<file path="src/rtl/shift_deserializer.sv">
// Serial-in, parallel-out receiver. Assembles WIDTH bits delimited by sof
// into a word and presents it on a registered valid/ready output slot.
// A finished word that finds the slot occupied is dropped and flagged on
// the sticky overrun output.
module shift_deserializer #(
  parameter int WIDTH     = 8,
  parameter bit MSB_FIRST = 1'b1
) (
  input  logic             clk,
  input  logic             rst,
  input  logic             sin,
  input  logic             sin_en,
  input  logic             sof,
  output logic [WIDTH-1:0] data_out,
  output logic             data_valid,
  input  logic             data_ready,
  output logic             busy,
  output logic             overrun,
  input  logic             overrun_clr
);

  localparam int CW = $clog2(WIDTH + 1);

  typedef enum logic {
    IDLE,
    SHIFT
  } state_t;

  state_t           state;
  logic [CW-1:0]    count;
  logic [WIDTH-1:0] sr;
  logic [WIDTH-1:0] sr_shifted;
  logic [WIDTH-1:0] sr_first;
  logic             slot_free;

  // Next shift-register images: one more bit appended, or a fresh word
  // holding only the sof bit in the bit-0 position of the chosen order.
  always_comb begin
    sr_shifted = sr;
    sr_first   = '0;
    if (MSB_FIRST) begin
      sr_shifted = {sr[WIDTH-2:0], sin};
      sr_first   = {{(WIDTH-1){1'b0}}, sin};
    end else begin
      sr_shifted = {sin, sr[WIDTH-1:1]};
      sr_first   = {sin, {(WIDTH-1){1'b0}}};
    end
    slot_free = !data_valid || data_ready;
  end

  // Receive FSM, output slot and overrun flag; every output is a register.
  always_ff @(posedge clk) begin
    if (rst) begin
      state      <= IDLE;
      count      <= '0;
      sr         <= '0;
      data_out   <= '0;
      data_valid <= 1'b0;
      busy       <= 1'b0;
      overrun    <= 1'b0;
    end else begin
      if (data_valid && data_ready) begin
        data_valid <= 1'b0;
      end
      if (overrun_clr) begin
        overrun <= 1'b0;
      end
      case (state)
        IDLE: begin
          if (sin_en && sof) begin
            sr    <= sr_first;
            count <= CW'(1);
            state <= SHIFT;
            busy  <= 1'b1;
          end
        end
        SHIFT: begin
          if (sin_en) begin
            if (sof) begin
              sr    <= sr_first;
              count <= CW'(1);
            end else if (count == CW'(WIDTH - 1)) begin
              sr    <= sr_shifted;
              count <= '0;
              state <= IDLE;
              busy  <= 1'b0;
              if (slot_free) begin
                data_out   <= sr_shifted;
                data_valid <= 1'b1;
              end else begin
                overrun <= 1'b1;
              end
            end else begin
              sr    <= sr_shifted;
              count <= count + CW'(1);
            end
          end
        end
        default: begin
          state <= IDLE;
          busy  <= 1'b0;
          count <= '0;
        end
      endcase
    end
  end

endmodule

</file>
<file path="config.mk">
export PLATFORM = sky130hd
export DESIGN_NAME = shift_deserializer
export DESIGN_NICKNAME = d
export VERILOG_FILES = /design/src/rtl/shift_deserializer.sv
export SDC_FILE = /design/constraint.sdc
export NUM_CORES = 1
export LEC_CHECK = 0
export ABC_AREA = 1
export CAP_MARGIN = 10
export CORE_MARGIN = 2
export CORE_UTILIZATION = 50
export CTS_CLUSTER_DIAMETER = 50
export DETAILED_ROUTE_END_ITERATION = 12
export HOLD_SLACK_MARGIN = 0.02
export PLACE_DENSITY = 0.79
export SLEW_MARGIN = 20
export SYNTH_ARGS = -nofsm -noshare
export SYNTH_HDL_FRONTEND = slang
export SYNTH_SLANG_ARGS = --single-unit
</file>
<file path="constraint.sdc">
create_clock -name clk -period 1.5 [get_ports clk]
set_clock_uncertainty 0.1 [all_clocks]
set_input_delay 0.375 -clock clk [delete_from_list [all_inputs] [get_ports clk]]
set_output_delay 0.375 -clock clk [all_outputs]
set_load 0.01 [all_outputs]
</file>
* Yosys cells after proc, flatten, opt, wreduce, memory -nomap -nowiden
Index checks and enable logic that the tools add are counted.
** Storage, ports and cells
- Output and inout port bits :: 11
- Register bits after elaboration :: 23
- Input bits :: 7
** Operators by class
- Bitwise gates (word level) :: 2
- Muxes and demuxes :: 31
- Eq/ne operators :: 5
- Reductions and logical operators :: 7
- $add $sub $neg :: 1
** Operators with widths (count)
- $mux 7 :: 3
- $mux 1 :: 20
- $mux 4 :: 4
- $pmux 7 s2 :: 1
- $pmux 4 s2 :: 1
- $ne 2x2->1 const B :: 3
- $reduce_and 5->1 :: 1
- $add 4x1->4 const B :: 1
- $eq 4x3->1 const B :: 1
- $pmux 1 s2 :: 2
- $reduce_and 4->1 :: 1
- $logic_and 1x1->1 :: 2
- $ne 2x1->1 const B :: 1
- $not 1->1 :: 2
- $reduce_and 2->1 :: 1
- $logic_not 1->1 :: 1
- $logic_or 1x1->1 :: 1

* Logic depth before layout (Yosys ltp)
Gate-level depths: netlist of run 1.
- Word-level depth :: 7
- Gate-level depth with buffers :: 7
- Depth with buffers taken out :: 7

* Least setup slack after synthesis of run 1
No wires, ideal clock.
- Kind :: register to register
- From :: register count[0]
- To :: register data_out[0]
- Buffers on the path :: 0
- Required time :: 1336 ps
- Library setup time :: 64 ps
- Period minus slack after synthesis :: 1278 ps
- Setup slack :: 222 ps
- Stages on the path, launching flop included :: 8
- Arrival time :: 1114 ps
- Cells stage by stage :: dfxtp_1 -> ha_1 -> nand3_4 -> nor2_8 -> nand2_4 -> nand2_1 -> inv_1 -> nor2_1
** Between the ends
- Longest elaborated chain between the ends :: 2
** Ends and longest elaborated chain
- start, declared :: line 30 : logic [CW-1:0] count;
- start signal, assigned :: line 95 : count <= count + CW'(1);
- $eq 4x3->1 :: line 82 : end else if (count == CW'(WIDTH - 1)) begin
- $reduce_and 5->1 (no source line)
- end signal, assigned :: line 88 : data_out <= sr_shifted;
- end, declared :: line 14 : output logic [WIDTH-1:0] data_out,
No other way between the ends.
A chain may end at the register's enable or synchronous reset.

* Worst setup path after layout of run 1
- From :: register busy
- To :: output port busy
** RTL lines
- start, declared :: line 17 : output logic busy,
- start signal, assigned :: line 59 : busy <= 1'b0;
- start signal, assigned :: line 74 : busy <= 1'b1;
- start signal, assigned :: line 86 : busy <= 1'b0;
No word-level cell between the ends.

==> results of run 1 <==
[worst register-to-register path: cells and delay by family (launching register included)]
kind	cells	cell delay (ps)
flip-flops	1	380
adder cells (fa/ha/maj)	1	230
AND/OR/NAND/NOR	5	570
buffers and inverters	1	30
[per-stage QoR]
step / TNS (ps) / cells / hold WS [ps] / total power [mW] / instance area [um2]
floorplan: 0 / 149 / 340 / 0.678 / 1040
global placement: -3530 / 197 / 349 / 0.724 / 1310
detailed placement: -4360 / 197 / 356 / 0.727 / 1310
CTS: 0 / 201 / 374 / 1.00 / 1320
global route: 0 / 201 / 393 / 1.03 / 1330
finish: 0 / 201 / 371 / 0.991 / 1330
[final cells by class]
cell class,instances,share of cell area
Multi-Input combinational cell,93,0.341
Clock buffer,4,0.0197
Inverter,29,0.0816
Timing Repair Buffer,25,0.185
Tap cell,27,0.0253
Sequential cell,23,0.347
[worst min path at each step]
stage,start,endpoint,slack (ps),cells after the start
2_1_floorplan,sr[6],sr[6],340,2
3_3_place_gp,busy,busy,350,2
3_5_place_dp,sr[6],sr[6],360,2
4_1_cts,sr[6],sr[6],370,2
5_1_grt,busy,busy,390,2
6_report,sr[6],sr[6],370,2
[timing repair]
| action | in CTS | in global routing |
|---|---|---|
| endpoints found under the setup margin | 11 | 10 |
| buffers inserted | 0 | 0 |
| gates resized for setup | 11 | 5 |
[sequential cells by signal, indices dropped and copies added, names as in the netlist]
signal      flops
busy            1
sr              7
count           4
overrun         1
data_out        8
state           1
data_valid      1
[cells in the final DEF (no fill, tap or decap)]
master and count:
clkdlybuf4s50_1 4, buf_12 2, or2_1 1, inv_1 28, nand3_1 10, nand4_1 1, dfxtp_2 2, nor2_8 1
nand2_1 44, buf_4 6, a31oi_1 1, clkbuf_1 1, clkbuf_4 3, ha_2 1, nor2_4 1, nand2_4 1
o21a_1 1, a21oi_1 13, dlymetal6s2s_1 2, inv_2 1, nand3_2 1, nor2_1 13, dfxtp_1 21, o21ai_0 1
dlygate4sd2_1 11, o21ai_1 2, nand3_4 1
[power by group]
group | internal [mW] | switching [mW]
registers | 0.620 | 0.00804
logic | 0.0420 | 0.0425
clock network | 0.104 | 0.175
[layer usage]
metal  vias up  GRT usage
li1        501          -
met1       421      0.224
met2        17      0.333
met3         2     0.0364
met4         0     0.0694
met5         -          0
[cells by family after synthesis]
| family | after synthesis |
|---|---|
| compound gates | 18 |
| simple gates | 74 |
| buf+inv | 33 |
| flops | 23 |
| fa+ha+maj | 1 |
==> flow_summary.toml, run 1 <==
[clocking]
clkLatencyLatePin_ps = 310
cts_hold_buf = 0
ctsHtreeMaxLevel = 1
tritoncts = "done"
cts.sinks = 23
clk_pin_slew_ps = 120
cts_buffer_depth = 2
cts_root_buffer = "clkbuf_4"
cts_buffers = 3

[timing]
finalCriticalPeriod_ps = 1410
relSlewSlack = 0.837
fin_ws_ps = 93.9
maxSlewViolCount = 0
worst_pin_slew_ps = 244
hold_viol_final = 0
rsz0062_at_grt = "no"
finalSetupViolCount = 0
fin_crit_sh = 0.937
timing.fmax_ghz = 0.711

[detailed_routing]
firstDrtPassIters = 4
top_layer_used = "met4"
num_vias = 941
drc_errors = 0
wl_mm = 2.06
viasPerCell = 4.68
met2WireLength_mm = 1.04
wl_met3_um = 70
wl_per_cell_um = 10.3
drt-met1-wl_um = 927
drtAntennaViolNets = 0
drt-initial-drc-count = 20

[critical_path]
startpoint = "busy"
r2r-end = "data_out[5]"
path_delay_family = "flip-flops"
arrival_ps = 930
cp_max_fo = 2
path_class = "reg -> out"
worstPathCellList = "dlygate4sd2_1"
r2r_start = "count[0]"
cpPeakStageDelay_ps = 350
crit_slowest_cell = "dfxtp_1"
crit_required_ps = 1020
cp-end-kind = "output port"
rrSetupSlack_ps = 120
rr_worst_depth = 7
startpoint_type = "register"
cp-endpoint = "busy"
crit_cells = 1
worst-path-buf-inv = 1

[finish]
area_delta_synth_final_pct = 28.3
ff_latch_area_um2 = 463
fin_util = 0.680
n_antenna_cell = 0
multi_input_area_um2 = 455
drive_above_1_share = 0.115
fillers = 195
nNetsFinal = 183

[die]
std_cell_rows = 16
core-area_um2 = 1960
die_w_um = 49.6
start_util = 0.530
die_area_um2 = 2460
die_h_um = 49.6
ioPinCount = 18

[synth]
synthDistinctLibCells = 22
yosys-top-cells-count = "44 x nand2_1, 28 x inv_1, 23 x dfxtp_1"
synthArstFlopShare = 0
synth_top_flop_cell = "dfxtp_1"
yosysWarnings = 0
syn_inst = 149
synthAdderAreaFrac = 0.0120
yosysTopAreaCellShare = 0.443
synth_edf_count = 0
synth.area.mux_share = 0
syn_area_um2 = 1040
synth_top_family_by_area = "simple AND/OR/NAND/NOR gates"
synthTopCellsByArea = "dfxtp_1 44%, nand2_1 16%, inv_1 10%"
yosysSeqAreaShare = 0.443
synth_seq_cells = 23
synth_area_per_cell_um2 = 6.98
syn_nets = 157
yosysMostFrequentCell = "nand2_1"
synth_simple_gate_area_frac = 0.333
synth_top_cell_by_area = "dfxtp_1"
synth_xor_xnor_area_share = 0
synth_compound_area_frac = 0.0903

[placed_design]
numPortBuffers = 17
routabilityCongestion = 0.773
dp_hpwl_mm = 1.62
pre_cts_ws_ps = -263

[job]
maxCapViolations = 0

[grt]
grt_pass1_vias = 905
grt_pass1_wl_mm = 3.59
globalRouteOverflowTotal = 0
grt_use_total = 0.188
grt_max_degree = 13
antenna_found_initial = 0

[min_path]
hold_class = "reg -> reg"

[power]
power_density_nw_per_um2 = 743
leakagePower_nw = 0.622
ir_drop_v = 0.000636

[run_status]
status = "finished clean"
(Power assumes the default switching activity.)
==> run 2, diff against run 1 <==
--- a/config.mk
+++ b/config.mk
@@ -17,3 +17,4 @@
 export SYNTH_ARGS = -nofsm -noshare
 export SYNTH_HDL_FRONTEND = slang
 export SYNTH_SLANG_ARGS = --single-unit
+export TNS_END_PERCENT = 10
==> results of run 2 <==
The final DEF is identical to that of run 1; final timing and power are the same.
==> run 3, diff against run 2 <==
--- a/config.mk
+++ b/config.mk
@@ -7,12 +7,13 @@
 export LEC_CHECK = 0
 export ABC_AREA = 1
 export CAP_MARGIN = 10
-export CORE_MARGIN = 2
-export CORE_UTILIZATION = 50
+export CELL_PAD_IN_SITES_DETAIL_PLACEMENT = 0
+export CELL_PAD_IN_SITES_GLOBAL_PLACEMENT = 1
+export CORE_UTILIZATION = 39
 export CTS_CLUSTER_DIAMETER = 50
 export DETAILED_ROUTE_END_ITERATION = 12
 export HOLD_SLACK_MARGIN = 0.02
-export PLACE_DENSITY = 0.79
+export PLACE_DENSITY = 0.85
 export SLEW_MARGIN = 20
 export SYNTH_ARGS = -nofsm -noshare
 export SYNTH_HDL_FRONTEND = slang
==> constraint.sdc (replaced) <==
create_clock -name clk -period 1.63 [get_ports clk]
set_clock_uncertainty 0.1 [all_clocks]
set_input_delay 0.4075 -clock clk [delete_from_list [all_inputs] [get_ports clk]]
set_output_delay 0.4075 -clock clk [all_outputs]
set_load 0.01 [all_outputs]
==> run 3 against run 2 <==
Worst hold slack got worse by 3.1 ps; worst setup slack better by 91 ps; die area rose by 17%; clock power is 3% lower; via count decreased by 3.2%; register-to-register slack improved by 90 ps; clock-buffer cell count down 1; final cell count up 2.0%; flip-flop and latch count unchanged.
==> flow_summary.toml, run 3 (same netlist as run 1, synthesis figures left out) <==
[detailed_routing]
wl_mm = 1.99
drt-initial-drc-count = 23
top_layer_used = "met4"
viasPerCell = 4.44
wl_met3_um = 79
drtAntennaViolNets = 0
drc_errors = 0
met2WireLength_um = 889
drt-met1-wl_mm = 1.01
num_vias = 911
firstDrtPassIters = 6
wl_per_cell_um = 9.71

[clocking]
ctsHtreeMaxLevel = 1
cts_buffer_depth = 2
cts_buffers = 3
cts.sinks = 23
cts_root_buffer = "clkbuf_4"
clkLatencyLatePin_ps = 310
clk_pin_slew_ps = 130
tritoncts = "done"
post_cts.repair.setup_buffers = 0
cts_hold_buf = 0

[finish]
n_antenna_cell = 0
fin_util = 0.541
largest_reg_flops = 8
top_register = "data_out"
final_cell_mix = "44 x nand2_1, 28 x inv_1, 23 x dfxtp_1"
top_regs = "data_out (8), sr (7), count (4)"
area_delta_synth_final_pct = 30.0
stdcell_count = 205
final_common_cell = "nand2_1"
fillers = 248
drive_above_1_share = 0.114
multi_input_area_um2 = 455
ff_latch_area_um2 = 460
nNetsFinal = 184

[timing]
finalCriticalPeriod_ps = 1440
hold_viol_final = 0
maxSlewViolCount = 0
fin_crit_sh = 0.886
rsz0062_at_grt = "no"
worst_pin_slew_ps = 304
finalSetupViolCount = 0
relSlewSlack = 0.796
timing.fmax_ghz = 0.692
fin_setup_tns_ps = 0

[critical_path]
worstPathCellList = "dlygate4sd2_1"
cp-end-kind = "output port"
crit_required_ps = 1120
path_delay_family = "flip-flops"
worst-path-buf-inv = 1
path_class = "reg -> out"
arrival_ps = 940
startpoint_type = "register"
crit_slowest_cell = "dfxtp_1"
cp_max_fo = 2
rrSetupSlack_ps = 210
cpPeakStageDelay_ps = 350

[grt]
grt_pass1_wl_mm = 3.48
grt_max_degree = 14
grt_use_total = 0.167
globalRouteOverflowTotal = 0
grt_pass1_vias = 832
antenna_found_initial = 0

[placed_design]
dp_cells = 201
numPortBuffers = 17
dp_hpwl_mm = 1.54
routabilityCongestion = 0.788

[power]
power.total_mw = 0.931
p_clk_frac = 0.290
p_sw_frac = 0.243
ir_drop_v = 0.000470
power_switching_mw = 0.226
power_frac_seq = 0.620
comb_power_share = 0.090
power_density_nw_per_um2 = 689
p_int_mw = 0.705
leakagePower_nw = 0.615

[min_path]
hold_class = "reg -> reg"

[die]
std_cell_rows = 18
die_h_um = 53.6
ioPinCount = 18
start_util = 0.416
die_w_um = 53.6
die_area_um2 = 2880
core-area_um2 = 2500

[job]
maxCapViolations = 0

[run_status]
status = "finished clean"
run 3: cell types whose count changed in the layout (fill, tap and decap cells not counted), sizes merged:
| cell | previous run | this run |
|---|---|---|
| buf | 8 | 9 |
| dlymetal6s2s | 2 | 0 |
| clkdlybuf4s50 | 4 | 6 |
| clkbuf | 4 | 3 |
| clkinv | 0 | 1 |
run 3: power by group through the flow:
stage / registers (mW) / clock network (mW) / logic (mW)
after CTS: 0.577 / 0.280 / 0.0844
final: 0.577 / 0.270 / 0.0834
after floorplan: 0.589 / 0 / 0.0349
after global routing: 0.579 / 0.299 / 0.0918
after detailed placement: 0.590 / 0 / 0.0852
after global placement: 0.589 / 0 / 0.0844
run 3: metrics by stage:
step | hold slack [ps] | cell area [um2] | setup WS, ps
finish | 368 | 1350 | 185
global route | 403 | 1350 | 21.5
CTS | 368 | 1350 | 138
detailed placement | 358 | 1340 | -147
global placement | 350 | 1340 | -102
floorplan | 340 | 1040 | 352
run 3: what timing repair did:
item | CTS | global route
endpoints found under the setup margin | 11 | 1
gates resized for setup | 11 | 1
endpoints found under the hold margin | 0 | 0
run 3: cell type report:
class | count | share of cell area
clock buffers | 3 | 0.0167
clock inverters | 1 | 0.00370
inverters | 29 | 0.0806
multi-input cells | 93 | 0.337
flip-flops and latches | 23 | 0.341
well taps | 30 | 0.0278
repair buffers | 26 | 0.194
run 3: metal layers:
metal,vias up,track usage
met2,18,0.265
met3,2,0.0254
met1,389,0.226
met5,-,0
li1,502,-
met4,0,0.0658
run 3: worst paths after layout:
kind	end	from	cells past startpoint
worst max register to register	data_out[4]	count[0]	7
worst min register to register	busy	busy	2
worst min-delay path	busy	busy	2
worst max-delay path	busy	busy	1
==> edit 1: new RTL, flow settings as in run 3 <==
Change the parameter `WIDTH` from 8 to 4.
--- a/src/rtl/shift_deserializer.sv
+++ b/src/rtl/shift_deserializer.sv
@@ -4,5 +4,5 @@
 // the sticky overrun output.
 module shift_deserializer #(
-  parameter int WIDTH     = 8,
+  parameter int WIDTH     = 4,
   parameter bit MSB_FIRST = 1'b1
 ) (
Ports: changed (resized data_out); port bits go from 18 to 14. No check against the original RTL was run, so the function may have changed too.
==> edit 1 against run 3 <==
Wire length shrank 45%. Synthesized area fell by 41%. Synthesized cell count is 46% lower. Total power down 36%. Setup slack gained 0.019 ns. Sequential cell count is 9 lower. Cell area down 40%. Critical path depth grew 5. Critical path type is now in -> reg. Critical endpoint is now busy.
==> edit 1: results (changes against run 3) <==
largest net degree at the start of global routing = 11 (was 14)
Seq/Total Area, Yosys = 0.454 (was 0.443)
hold worst-path end = sr[2] (was busy)
status = complete, no violations (unchanged)
# port buffers = 13 (was 17)
met1 wire length = 536 µm (was 1010 µm)
R2R depth = 6 (was 7)
met2 usage = 0.234 (was 0.265)
Via density = 4.66 (was 4.44)
Synth top cells by count = 21 x nand2_1, 17 x inv_1, 14 x dfxtp_1 (was 44 x nand2_1, 28 x inv_1, 23 x dfxtp_1)
final net count = 111 (was 184)
CP delay by family, top = buffers and inverters (was flip-flops)
first-pass GRT wire length = 1970 µm (was 3480 µm)
Worst Tran Pin Value = 0.343 ns (was 0.304 ns)
Critical Path Max Stage Delay = 0.51 ns (was 0.35 ns)
Reg2Reg Launch Point = count[0] (unchanged)
Largest regs = data_out: 4 flops, count: 3 flops, sr: 3 flops (was data_out: 8 flops, sr: 7 flops, count: 4 flops)
total wire length = 1100 µm (was 1990 µm)
reg2reg end = busy (was data_out[4])
Max IR drop VDD = 0.607 mV (was 0.470 mV)
Crit Path Max Fanout = 10 (was 2)
GRT Total Usage = 0.146 (was 0.167)
Mapped Nets = 89 (was 157)
DRC Markers = 0 (unchanged)
met3 Use GR = 0.0696 (was 0.0254)
slowest stage cell, crit path = clkdlybuf4s50_1 (was dfxtp_1)
met3 WL = 59 µm (was 79 µm)
hpwl dp = 868 µm (was 1540 µm)
first-pass iteration count of the detailed router = 4 (was 6)
Root Driver = clkbuf_4 (unchanged)
met1 Usage GRT = 0.174 (was 0.226)
Leak Pwr = 0.380 nW (was 0.615 nW)
Via Count = 540 (was 911)
vias in the first global route = 488 (was 832)
Worst-path clk slew = 0.07 ns (was 0.13 ns)
share of cells above drive strength 1 = 0.129 (was 0.114)
GPL Wtd Cong = 0.791 (was 0.788)
Synth cell types = 17 (was 22)
First DRT Iteration DRCs = 7 (was 23)
beginning of the worst hold path = sr[2] (was busy)
Worst-Skew Late Latency = 0.26 ns (was 0.31 ns)
Hold WS = 0.364 ns (was 0.368 ns)
met2 WL = 496 µm (was 889 µm)
Max Used Layer = met4 (unchanged)
r2r setup slk = 0.28 ns (was 0.21 ns)
CTS Buf Count = 3 (unchanged)
dpl cell area = 796 µm² (was 0.00134 mm²)
Avg Cell Area, Syn = 7.62 µm² (was 6.98 µm²)
top post-synthesis cells by area = dfxtp_1 45%, nand2_1 13%, inv_1 10%, a21oi_1 6.5%, nand4_1 4.1% (was dfxtp_1 44%, nand2_1 16%, inv_1 10%, a21oi_1 6.3%, nand3_1 4.8%)
## edit 1: final cells by class
type | instances | area, µm²
clock buffer | 3 | 22.5
fill | 132 | 573
inverter | 18 | 67.6
multi-input combinational | 49 | 269
sequential | 14 | 280
tap | 15 | 18.8
timing repair buffer | 17 | 151
## edit 1: worst min-delay path, delay by kind of cell, from the launching register on
family,cells,cell delay [ns]
AO/OA/AOI/OAI,1,0.05
AND/OR/NAND/NOR,1,0.06
flip-flops,1,0.31
## edit 1: repair_timing
action,in CTS,in global routing
gates resized for setup,7,0
hold endpoints to repair,0,0
endpoints found under the setup margin,7,0
## edit 1: worst max-delay path by stage
stage / startpoint / to / cells after the start
6_report: sin_en / busy / 6
5_1_grt: sin_en / data_out[3] / 7
4_1_cts: sin_en / busy / 6
3_5_place_dp: sin_en / busy / 6
3_3_place_gp: sin_en / busy / 6
2_1_floorplan: count[0] / busy / 6
## edit 1: report_power, final
group,total (mW),leakage (nW),internal [mW],switching (mW)
sequential,0.357,0.114,0.351,0.00595
combinational,0.0627,0.252,0.0313,0.0314
clock,0.178,0.0138,0.0854,0.0931
## edit 1: cells by family (layout without fill, tap and decap cells)
family                     Yosys count  in the layout  share of synthesized area
and+or+nand+nor                     36             36                      0.310
buffers and inverters               18             38                      0.110
DFF                                 14             14                      0.454
AOI/OAI and AO/OA                   11             11                     0.0913
adders and majority gates            1              1                     0.0203
xor gates and xnor gates             1              1                     0.0142
## edit 1: metrics by stage
stage	setup WS [ns]	power [mW]
3_3_place_gp	-0.0303	0.429
4_1_cts	0.220	0.609
2_1_floorplan	0.399	0.392
6_report	0.205	0.598
3_5_place_dp	-0.0676	0.429
5_1_grt	0.140	0.633
==> edit 2: new RTL, settings of run 3 <==
Without the edit above. Compare `count` against `CW'(WIDTH - 1)` with >= in place of ==.
--- a/src/rtl/shift_deserializer.sv
+++ b/src/rtl/shift_deserializer.sv
@@ -80,5 +80,5 @@
               sr    <= sr_first;
               count <= CW'(1);
-            end else if (count == CW'(WIDTH - 1)) begin
+            end else if (count >= CW'(WIDTH - 1)) begin
               sr    <= sr_shifted;
               count <= '0;
Check against the original RTL: same outputs for any inputs over 10 cycles, from zero or initial values and one cycle with rst high; that may be too few to reach the edited logic, so the function may still have changed.
==> edit 2 against run 3 <==
Synthesized cell count rose by 0.67%. Non-clock buffer count fell by 1. Synthesized area fell by 0.60%. Cell area fell by 6.4%. Worst hold slack improved by 0.0062 ns. Global-route usage fell by 0.31 points. Total power fell by 2.2%. Sequential cell count did not move. Die area fell by 0.60%. Register-to-register slack barely moved. Wire length fell by 4.5%. Setup slack barely moved. Via count fell by 2.0%. Final cell count fell by 0.98%. Critical path type unchanged. Largest cell class unchanged.
==> edit 2: results (changes against run 3) <==
Mapped Nets = 158 (was 157)
first-pass GRT wire length = 3220 µm (was 3480 µm)
Post-Place Worst Slack = -0.139 ns (was -0.147 ns)
switching share of total power = 0.232 (was 0.243)
status = complete, no violations (unchanged)
CP endpoint = data_valid (was busy)
Synth cell types = 17 (was 22)
First DRT Iteration DRCs = 13 (was 23)
CP startpoint = data_valid (was busy)
reg2reg end = data_out[1] (was data_out[4])
fill count = 260 (was 248)
first-pass iteration count of the detailed router = 4 (was 6)
Clock power frac = 0.288 (was 0.290)
top post-synthesis cells by area = dfxtp_1 45%, nand2_1 16%, inv_1 12%, a21oi_1 7.3%, nand4_1 4.8% (was dfxtp_1 44%, nand2_1 16%, inv_1 10%, a21oi_1 6.3%, nand3_1 4.8%)
R2R depth = 8 (was 7)
Seq/Total Area, Yosys = 0.446 (was 0.443)
vias in the first global route = 774 (was 832)
Synth top cells by count = 43 x nand2_1, 34 x inv_1, 23 x dfxtp_1 (was 44 x nand2_1, 28 x inv_1, 23 x dfxtp_1)
hold worst-path end = overrun (was busy)
Comb pwr share = 0.080 (was 0.090)
GPL Wtd Cong = 0.763 (was 0.788)
final net count = 182 (was 184)
PwrDens = 720 mW/mm² (was 689 mW/mm²)
dpl cells = 199 (was 201)
total wire length = 1900 µm (was 1990 µm)
fin crit period = 1.44 ns (about the same)
Via density = 4.40 (was 4.44)
Max IR drop VDD = 0.637 mV (was 0.470 mV)
Avg Cell Area, Syn = 6.89 µm² (was 6.98 µm²)
hpwl dp = 1410 µm (was 1540 µm)
beginning of the worst hold path = overrun (was busy)
-- edit 2: final cells by class --
| cell class | count | share of cell area |
|---|---|---|
| clock buffers | 4 | 0.0208 |
| well taps | 30 | 0.0297 |
| multi-input cells | 86 | 0.311 |
| repair buffers | 25 | 0.171 |
| flip-flops and latches | 23 | 0.364 |
| inverters | 35 | 0.104 |
-- edit 2: per-layer routing --
layer	up-vias	track usage	share of wire
li1	497	-	-
met4	0	0.0789	0.020
met1	379	0.184	0.46
met5	-	0	0
met2	13	0.269	0.49
met3	4	0.0603	0.036
-- edit 2: logic make-up after synthesis --
| family | count (synthesis) | synth area share |
|---|---|---|
| AND/OR/NAND/NOR | 67 | 0.281 |
| buffers and inverters | 41 | 0.174 |
| adder cells (fa/ha/maj) | 1 | 0.0121 |
| AO/OA/AOI/OAI | 18 | 0.0872 |
| flip-flops | 23 | 0.446 |
-- edit 2: what timing repair did --
action / CTS / global route
endpoints found under the hold margin: 0 / 0
resized for setup: 11 / 0
endpoints found under the setup margin: 11 / 0
